==> config.mk <==
export PLATFORM = sky130hd
export DESIGN_NAME = ped_req_ctrl
export DESIGN_NICKNAME = d
export VERILOG_FILES = /design/src/rtl/ped_req_ctrl.sv
export SDC_FILE = /design/constraint.sdc
export NUM_CORES = 1
export LEC_CHECK = 0
export CORE_AREA = 2 2 57 59
export DETAILED_ROUTE_END_ITERATION = 8
export DIE_AREA = 0 0 59 61
export GPL_ROUTABILITY_DRIVEN = 1
export HOLD_SLACK_MARGIN = 0.15
export SYNTH_ARGS = -nofsm -noshare
export SYNTH_HDL_FRONTEND = slang
export SYNTH_SLANG_ARGS = --single-unit
==> constraint.sdc <==
create_clock -name clk -period 2.4 [get_ports clk]
set_input_delay 0.36 -clock clk [delete_from_list [all_inputs] [get_ports clk]]
set_output_delay 0.36 -clock clk [all_outputs]
set_load 0.005 [all_outputs]
==> src/rtl/ped_req_ctrl.sv <==
// Pedestrian push-button request controller: synchronizes and debounces the
// button, raises a crossing request, then enforces a cooldown after the grant.
module ped_req_ctrl #(
   parameter int unsigned DEBOUNCE_CYCLES = 8,
   parameter int unsigned COOLDOWN_CYCLES = 16
) (
   input  logic       clk,
   input  logic       reset,
   input  logic       btn_raw,
   input  logic       ack,
   output logic       req,
   output logic       busy,
   output logic [7:0] press_count
);

   typedef enum logic [2:0] {
      IDLE     = 3'd0,
      DEBOUNCE = 3'd1,
      PENDING  = 3'd2,
      COOLDOWN = 3'd3,
      RELEASE  = 3'd4
   } state_t;

   localparam logic [7:0] DEB_LAST  = 8'(DEBOUNCE_CYCLES - 1);
   localparam logic [7:0] COOL_LAST = 8'(COOLDOWN_CYCLES - 1);

   state_t     state;
   state_t     state_nxt;
   logic [7:0] cnt;
   logic [7:0] cnt_nxt;
   logic       btn_m;
   logic       btn_s;
   logic       accept;

   always_ff @(posedge clk or posedge reset) begin
      if (reset) begin
         btn_m <= 1'b0;
         btn_s <= 1'b0;
      end else begin
         btn_m <= btn_raw;
         btn_s <= btn_m;
      end
   end

   always_ff @(posedge clk or posedge reset) begin
      if (reset) begin
         state       <= IDLE;
         cnt         <= '0;
         press_count <= '0;
      end else begin
         state <= state_nxt;
         cnt   <= cnt_nxt;
         if (accept) begin
            press_count <= press_count + 8'd1;
         end
      end
   end

   // cnt is shared: debounce run length in DEBOUNCE, elapsed cycles in COOLDOWN
   always_comb begin
      state_nxt = IDLE;
      cnt_nxt   = cnt;
      accept    = 1'b0;
      case (state)
         IDLE: begin
            cnt_nxt   = '0;
            state_nxt = btn_s ? DEBOUNCE : IDLE;
         end
         DEBOUNCE: begin
            if (!btn_s) begin
               state_nxt = IDLE;
               cnt_nxt   = '0;
            end else if (cnt == DEB_LAST) begin
               state_nxt = PENDING;
               accept    = 1'b1;
            end else begin
               state_nxt = DEBOUNCE;
               cnt_nxt   = cnt + 8'd1;
            end
         end
         PENDING: begin
            if (ack) begin
               state_nxt = COOLDOWN;
               cnt_nxt   = '0;
            end else begin
               state_nxt = PENDING;
            end
         end
         COOLDOWN: begin
            if (cnt == COOL_LAST) begin
               state_nxt = RELEASE;
            end else begin
               state_nxt = COOLDOWN;
               cnt_nxt   = cnt + 8'd1;
            end
         end
         RELEASE: begin
            state_nxt = btn_s ? RELEASE : IDLE;
         end
         default: begin
            state_nxt = IDLE;
            cnt_nxt   = '0;
         end
      endcase
   end

   assign req  = (state == PENDING);
   assign busy = (state != IDLE);

endmodule

Yosys cells after proc, flatten, opt, wreduce, memory -nomap -nowiden
Cells that the tools add are included.
W data, S select, Z words.
Storage, ports and cells
  output and inout port bits: 10
  register bits: 21
Cells by class
  add/sub/neg operators: 2
  mux-type cells: 15
  eq/ne operators: 9
  bitwise logic cells: 1
  reduce and logical (&&, ||, !) cells: 3
Operators by type and width (number)
  $mux W8: 4
  $pmux W8 S4: 1
  $add A8 B1 Y8 const B: 2
  $pmux W3 S5: 1
  $eq A8 B3 Y1 const B: 1
  $eq A8 B4 Y1 const B: 1
  $eq A3 B2 Y1 const B: 2
  $mux W3: 2
  $mux W1: 5
  $mux W2: 2
  $ne A2 B2 Y1 const B: 2
  $reduce_and A4 Y1: 1
  $eq A3 B1 Y1 const B: 1
  $eq A3 B3 Y1 const B: 1
  $logic_not A3 Y1: 1
  $ne A3 B3 Y1 const B: 1
  $reduce_bool A3 Y1: 1
  $not A1 Y1: 1

Depth between registers and ports, before layout
Gate-level depths: netlist of the first run.
  depth after elaboration: 4
  gate-level depth with buffers: 6
  depth with buffers taken out: 5

Worst setup path before layout of the first run
Ideal clock, no wire load.
  path kind: reg-to-reg
  from: reg cnt[3]
  to: reg press_count[1]
  period minus slack after synthesis: 1754 ps
  stages on the path, launching flop included: 5
  path slack: 646 ps
  data required time: 2273 ps
  setup time: 127 ps
  arrival time: 1627 ps
  cell sequence: dfrtp_1 buf_6 or3b_4 nor4_4 mux2_1
On the way
  longest elaborated chain between the ends: 4
RTL lines
  start, declared: line 29  | logic [7:0] cnt;
  start signal, assigned: line 52  | cnt <= cnt_nxt;
  $eq A8 B3 Y1: line 73  | end else if (cnt == DEB_LAST) begin
  $mux W1: line 73
  $mux W1: line 70  | if (!btn_s) begin
  $mux W1: line 64  | case (state)
  end signal, assigned: line 54  | press_count <= press_count + 8'd1;
  end, declared: line 13  | output logic [7:0] press_count
No other way between the ends.
A chain may end at the register's enable or synchronous reset.

Final worst setup path of the first run
  from: reg state[1]
  to: out busy
On the way
  longest elaborated chain between the ends: 1
RTL lines
  start, declared: line 27  | state_t state;
  start signal, assigned: line 51  | state <= state_nxt;
  $reduce_bool A3 Y1: line 108  | assign busy = (state != IDLE);
  end, declared: line 12  | output logic busy,
No other way between the ends.

==> impl_results.md, run 1 <==
- Post-cts resize count: 0
- RSZ-0062 raised after global routing: no
- Placed cell area: 0.00126 sq mm
- Syn Std Cell Area: 0.00112 sq mm
- Total gr overflow: 0
- Yosys top cell area share: 46.7%
- PwrDens: 430 mW/mm^2
- Max-Cap Viols: 0
- Register area share after synthesis: 46.7%
- # setup viols final: 0
- Grt met3 use: 2.13%
- Synth Area in XOR/XNOR: 6.23%
- Fin area: 0.00129 sq mm
- Total power: 554 uW
- Synth warnings: 0
- CP required: 2040 ps
- Post-Synth Adder-Cell Area: 2.22%
- Routing usage on met2: 21.7%
- Max transition margin: 49.1%
- DIE AREA: 0.00360 sq mm
- Simple-Gate Fraction of Synth Area: 27.5%
- Peak Freq: 0.500 GHz
- Largest family of logic cells by synthesized area: simple AND/OR/NAND/NOR gates
- Post-Route WL: 2100 microns
- Antenna violations before repair: 0
- Tightest Hold Check Type: flip-flop to flip-flop
- Cts bufs inserted: 3
- Initial core utilization: 38.1%
- Setup TNS: 0 ps
- HPWL after DPL: 1580 microns
- CTS clk-pin slew, worst paths: 110 ps
- Worst skew pair latency: 290 ps
- Slew Limit Fails: 0
- Fin crit period: 2000 ps
- Number of synthesized flops with an enable pin: 0
- Layout net count: 125
- Worst Setup Start Kind: flip-flop
- Period Utilization, post-route: 83.4%
- Synth top area cells: dfrtp_1 (47%), xnor2_1 (5.5%), nand4_1 (2.8%)
- Vias per inst: 5.45
- WL per Instance: 13.9 microns
- Die Ht: 61 microns
- CP arrival: 1640 ps
- CTS Hold Bufs: 0
- Largest area contributor in the netlist: dfrtp_1
- Synth Area in Compound Gates: 11.5%
- Via count: 823
- Slew @ Worst Pin: 763 ps
- Drc violations: 0
- I/O pin cnt: 14
- Setup Crit Path Kind: flip-flop to output pin
- Layer with the highest usage: met2
- All-Layer GR Usage: 14.0%
- Final Hold Viols: 0
- Synthesized area per cell: 10.7 sq um
- R2r setup slk: 440 ps
- Largest net degree at the start of global routing: 22
- Core box area: 0.00295 sq mm
- Mux cell area share after synthesis: 2.00%
- Layout Skew: 2.41 ps
- Vias in the first global route: 809
- Gpl congestion: 0.767
- Clk buf depth: 2
- Share of layout cells above drive strength 1: 9.32%
- Critical path capture point type: output pin
- GR Util met1: 19.6%
- Primary FF master, synth: dfrtp_1
- Async SR Flop Fraction: 100%
- Number of fillers in the final layout: 295
- Die X: 59 microns
- Synth cell types: 39
- First-pass GRT wire length: 3810 microns
- Peak fanout along the critical path: 11
- Antenna cell count: 0
- Root buffer cell: clkbuf_4
- Leakage power: 0.000524 uW
- Pre-antenna DRT Iters: 6
- Post-Syn Instances: 105
- Area Overhead vs Synth: 14.7%
- Port Buffers: 13
- DR iter-0 viols: 25
- Setup bufs post-CTS: 0
- Net count after synthesis: 111
- Peak VDD IR: 0.204 mV
- Flip-flop and latch count after synthesis: 21
- Post-route ant nets: 0
- Clock Sinks: 21
- CTS tree: yes
- CTS H-Tree Depth: 1
- Row count: 20
- Outcome: finished, final reports clean
## layout by cell type (no fill, tap or decap), types with 2 or more instances in the layout
| cell | n |
|---|---|
| mux2_1 | 2 |
| nor2_1 | 5 |
| clkdlybuf4s50_1 | 13 |
| nand3_1 | 5 |
| inv_1 | 3 |
| or3_1 | 3 |
| nor3b_1 | 2 |
| o31ai_1 | 4 |
| xnor2_1 | 7 |
| or4_1 | 3 |
| o21ai_0 | 3 |
| nand2_1 | 8 |
| dfrtp_1 | 21 |
| a21oi_1 | 6 |
| ha_1 | 2 |
| clkbuf_4 | 3 |
| nand4_1 | 5 |
## cells in the mapped netlist (2+ instances only)
master and count:
or3_1 3, buf_2 2, a21oi_1 6, nor2_1 5, ha_1 2, nand2_1 8, dfrtp_1 21, or4_1 3
nand4_1 5, mux2_1 2, inv_1 3, xnor2_1 7, buf_6 2, o31ai_1 4, nor3b_1 2, o21ai_0 3
nand3_1 5
## report_power, final
group	leakage [uW]	internal [uW]	switching (uW)	total, uW
sequential	0.000285	358	5.34	363
clock	0.0000150	64.6	99.3	164
combinational	0.000224	12.3	15.1	27.4
## worst paths after layout
kind                                from        endpoint  cells after the start
worst min-delay path               btn_m           btn_s                      0
worst min register to register     btn_m           btn_s                      0
worst max register to register    cnt[0]  press_count[1]                      4
max in group asynchronous          reset          cnt[3]                      2
min in group asynchronous          reset  press_count[7]                      2
worst max-delay path            state[1]            busy                      2
## area by class of cell
cell class / count / area, sq um / share of cell area (%)
Sequential cell: 21 / 526 / 40.7
Tap cell: 33 / 41.3 / 3.20
Inverter: 3 / 11.3 / 0.873
Multi-Input combinational cell: 77 / 556 / 43.1
Timing Repair Buffer: 13 / 130 / 10.1
Clock buffer: 4 / 26.3 / 2.04
## state kept, by name (all words and copies together), names as in the netlist
name / flops
cnt: 8
press_count: 8
state: 3
btn_m: 1
btn_s: 1
## stage by stage
step,utilization [%],setup WS (ps),hold WS (ps),std cells
after floorplan,-,646,331,105
after global placement,42.8,346,337,147
after detailed placement,42.8,306,350,147
after CTS,43.7,375,378,151
after global routing,43.7,298,378,151
final,43.7,399,367,151
## per-layer routing
metal,up-vias,part of all wire (%)
met2,15,47
met5,-,0
met4,0,0.62
met1,394,49
li1,412,-
met3,2,3.3
## cell families after synthesis
kind of cell	after synthesis
AOI/OAI and AO/OA	18
xor gates and xnor gates	8
and+or+nand+nor	47
buffers and inverters	7
DFF	21
adders and majority gates	2
muxes	2
## worst max-delay path, cell delays in order (launching register included)
cell	delay, ps
dfrtp_1	500
or3_1	400
clkdlybuf4s50_1	440
Note: power is estimated with default switching activity, not from simulation.
==> inputs of run 2 (changes only) <==
- clock period: 2.4 -> 2 ns (I/O delays scaled with it)
==> run 2 against run 1 <==
  * Wire length up 4.1%
  * Clock skew up 2.0 ps
  * Count of clock-buffer cells in the layout unchanged
  * Design area up 6.0%
  * Largest power group unchanged
  * Register-to-register slack worse by 270 ps
  * Hold slack worse by 48 ps
  * Global-route usage down 0.26 points
  * Largest cell class unchanged
  * Via count up 9.0%
  * Critical endpoint is now cnt[0]
==> impl_results.md, run 2 (synthesis results as in run 1) <==
- Fin crit period: 1830 ps
- I/O pin cnt: 14
- All-Layer GR Usage: 13.8%
- Post-route ant nets: 0
- Commonest non-fill, non-tap cell in the layout: dfrtp_1
- Peak Freq: 0.547 GHz
- Row count: 20
- Via count: 897
- Antenna violations before repair: 0
- CTS clk-pin slew, worst paths: 120 ps
- Post-Route WL: 2190 microns
- Root buffer cell: clkbuf_4
- Layout Skew: 4.37 ps
- Initial core utilization: 38.1%
- RSZ-0062 raised after global routing: no
- Vias per inst: 5.57
- DR iter-0 viols: 13
- Die Ht: 61 microns
- CTS tree: yes
- PwrDens: 493 mW/mm^2
- Period Utilization, post-route: 91.4%
- Core box area: 0.00295 sq mm
- CP arrival: 2020 ps
- Leakage power: 0.000587 uW
- Die X: 59 microns
- Slew @ Worst Pin: 482 ps
- Worst skew pair latency: 300 ps
- Max-Cap Viols: 0
- First-pass GRT wire length: 3800 microns
- Gpl congestion: 0.770
- # setup viols final: 0
- Worst Setup Start Kind: flip-flop
- Setup Crit Path Kind: flip-flop to flip-flop
- CTS H-Tree Depth: 1
- Cts bufs inserted: 3
- Peak fanout along the critical path: 9
- Reg2reg path depth: 4
- WL per Instance: 13.6 microns
- Peak VDD IR: 0.231 mV
- Area Overhead vs Synth: 21.6%
- Max transition margin: 67.6%
- Clock Sinks: 21
- Critical path capture point type: flip-flop
- CP required: 2190 ps
- Port Buffers: 13
- Largest net degree at the start of global routing: 22
- Total gr overflow: 0
- Setup TNS: 0 ps
- Share of layout cells above drive strength 1: 16.4%
- Tightest Hold Check Type: input port to asynchronous set/reset pin
- WHS: 319 ps
- Largest registers: cnt x8, press_count x8, state x3
- Pre-antenna DRT Iters: 4
- Drc violations: 0
- Slew Limit Fails: 0
- Antenna cell count: 0
- Final Hold Viols: 0
- HPWL after DPL: 1620 microns
- DIE AREA: 0.00360 sq mm
- Clk buf depth: 2
- Vias in the first global route: 853
- Outcome: finished, final reports clean
- Layout net count: 135
- Most frequent cells in the layout: dfrtp_1 (21), clkdlybuf4s50_1 (12), buf_4 (10)
-- run 2: area by class of cell --
| class | instances | area, sq um |
|---|---|---|
| inverter | 3 | 11.3 |
| tap | 33 | 41.3 |
| multi-input combinational | 77 | 556 |
| fill | 289 | 1590 |
| clock buffer | 4 | 26.3 |
| timing repair buffer | 23 | 208 |
| sequential | 21 | 526 |
-- run 2: routing by layer --
metal / share of wire, % / track usage, % / vias up
met3: 3.4 / 2.13 / 2
li1: - / - / 434
met1: 49 / 18.9 / 442
met2: 47 / 21.7 / 19
met5: 0 / 0 / -
met4: 0.69 / 5.84 / 0
-- run 2: what timing repair did --
item | CTS | global route
resized for setup | 0 | 1
endpoints found under the setup margin | 0 | 1
setup buffers | 0 | 1
hold buffers | 0 | 0
-- run 2: final timing paths --
path	startpoint	endpoint	slack, ps
max	cnt[5]	cnt[0]	170
max in group asynchronous	reset	press_count[3]	1470
min	reset	press_count[7]	320
min reg2reg	btn_m	btn_s	360
max reg2reg	cnt[5]	cnt[0]	170
min in group clk	btn_m	btn_s	360
-- run 2: worst max-delay path, stage by stage, from the launching register on --
cell and delay (ps):
dfrtp_1 450, or4_4 560, a211oi_4 350, nor2_2 60, mux2_1 310
-- run 2: per-stage QoR --
step / cells / worst slack, ps / total power [uW] / cell area [sq um] / util [%]
floorplan: 105 / 246 / 463 / 1120 / -
global placement: 156 / 48.3 / 482 / 1330 / 45.1
detailed placement: 156 / 14.6 / 482 / 1330 / 45.1
CTS: 160 / 3.98 / 689 / 1360 / 46.0
global route: 161 / 65.3 / 711 / 1370 / 46.3
finish: 161 / 172 / 674 / 1370 / 46.3
-- run 2: power breakdown --
part           switching [uW]  leakage (uW)  internal [uW]
Sequential               5.31      0.000285            429
Combinational            19.9      0.000287           17.5
Clock                     124     0.0000150           77.6
Total                     150      0.000587            524
==> inputs of run 3 (changes only) <==
- CELL_PAD_IN_SITES_DETAIL_PLACEMENT: not set -> 1
- CELL_PAD_IN_SITES_GLOBAL_PLACEMENT: not set -> 2
- CORE_AREA: 2 2 57 59 -> 2 2 60 62
- DIE_AREA: 0 0 59 61 -> 0 0 62 64
- MAX_ROUTING_LAYER: not set -> met4
- PLACE_DENSITY_LB_ADDON: not set -> 0.1
==> run 3 against run 2 <==
  * Flip-flop and latch count did not move
  * Critical path depth fell by 2
  * Register-to-register slack got worse by 50 ps
  * Critical path type is now flip-flop to output pin
  * Largest power group unchanged
==> impl_results.md, run 3 (synthesis results as in run 1) <==
- Outcome: finished, final reports clean
- WL per Instance: 15.6 microns
- Cts bufs inserted: 3
- DIE AREA: 0.00397 sq mm
- Layout Utilization: 42.1%
- Pre-antenna DRT Iters: 4
- Clk buf depth: 2
- Layout net count: 135
- Place WS: 44.2 ps
- HPWL after DPL: 2030 microns
- Critical path capture point type: output pin
- Largest net degree at the start of global routing: 22
- # setup viols final: 0
- Footprint of the multi-input gates: 556 sq um
- Die X: 62 microns
- Peak fanout along the critical path: 10
- Slew Limit Fails: 0
- Total gr overflow: 0
- I/O pin cnt: 14
- Via count: 902
- Tightest Hold Check Type: input port to asynchronous set/reset pin
- Final setup margin: 102 ps
- PwrDens: 496 mW/mm^2
- Share of layout cells above drive strength 1: 17.2%
- Worst skew pair latency: 300 ps
- Vias in the first global route: 986
- Setup Crit Path Kind: flip-flop to output pin
- Peak VDD IR: 0.180 mV
- Max transition margin: 58.4%
- Antenna violations before repair: 0
- Commonest non-fill, non-tap cell in the layout: dfrtp_1
- Drc violations: 0
- Setup TNS: 0 ps
- DR iter-0 viols: 35
- Peak Freq: 0.527 GHz
- CP required: 1700 ps
- Area Overhead vs Synth: 22.9%
- Post-route ant nets: 0
- FF/Latch Area: 526 sq um
- Setup bufs post-CTS: 0
- Max-Cap Viols: 0
- Die Ht: 64 microns
- Root buffer cell: clkbuf_4
- Post-cts resize count: 0
- Antenna cell count: 0
- Port Buffers: 13
- Layout Skew: 3.86 ps
- RSZ-0062 raised after global routing: no
- Largest registers: cnt x8, press_count x8, state x3
- Post-Route WL: 2720 microns
- Row count: 21
- CTS clk-pin slew, worst paths: 130 ps
- Initial core utilization: 34.2%
- Worst Setup Start Kind: flip-flop
- Gpl congestion: 0.845
- Slew @ Worst Pin: 619 ps
- Clock Sinks: 21
- Most frequent cells in the layout: dfrtp_1 (21), clkdlybuf4s50_1 (13), buf_4 (10)
- First-pass GRT wire length: 4710 microns
- Vias per inst: 5.18
- Number of fillers in the final layout: 387
- Period Utilization, post-route: 94.9%
- CTS tree: yes
- All-Layer GR Usage: 16.4%
- CTS Hold Bufs: 0
- Leakage power: 0.000579 uW
- Final Hold Viols: 0
- Fin crit period: 1900 ps
- Total power: 686 uW
- CTS H-Tree Depth: 1
- Core box area: 0.00328 sq mm
- CP arrival: 1600 ps
==> run 3: cell count changes in the layout (fill, tap and decap cells not counted), sizes merged <==
cell / delta
clkbuf: -1
clkdlybuf4s50: +1
clkinv: +1
dlymetal6s2s: -1
==> run 3: stage by stage <==
stage          hold slack [ps]  cells  instance area (sq um)
6_report                   309    174                   1380
3_5_place_dp               357    170                   1360
3_3_place_gp               333    170                   1360
5_1_grt                    320    174                   1380
4_1_cts                    316    174                   1380
2_1_floorplan              277    105                   1120
==> run 3: cell type report <==
| cell class | count | share of cell area (%) |
|---|---|---|
| clock buffers | 3 | 1.63 |
| clock inverters | 1 | 0.362 |
| inverters | 3 | 0.814 |
| multi-input cells | 77 | 40.2 |
| flip-flops and latches | 21 | 38.0 |
| well taps | 46 | 4.16 |
| repair buffers | 23 | 14.8 |
==> run 3: where the power goes <==
part	switching, uW	internal, uW	total, uW	leakage [uW]
clock network	137	74.5	211	0.0000177
registers	5.96	429	435	0.000285
logic	21.7	18.0	39.7	0.000276
total	164	522	686	0.000579
==> run 3: path summary, 6_finish.rpt <==
kind	slack (ps)	to	cells past startpoint	startpoint
max in group asynchronous	1470	cnt[6]	3	reset
max reg2reg	120	press_count[1]	5	cnt[1]
min in group clk	380	btn_s	0	btn_m
min	310	state[1]	3	reset
max	100	busy	2	state[2]
min reg2reg	380	btn_s	0	btn_m
==> run 3: layer usage <==
metal | up-vias | part of all wire [%] | global-route usage, %
met2 | 15 | 49 | 24.9
met5 | - | 0 | -
li1 | 435 | - | -
met1 | 448 | 48 | 22.3
met3 | 4 | 1.9 | 1.82
met4 | 0 | 1.5 | 5.85
==> run 3: worst max-delay path: stages, from the launching register on <==
cell and delay (ps):
dfrtp_1 510, or3_1 340, clkdlybuf4s50_1 450
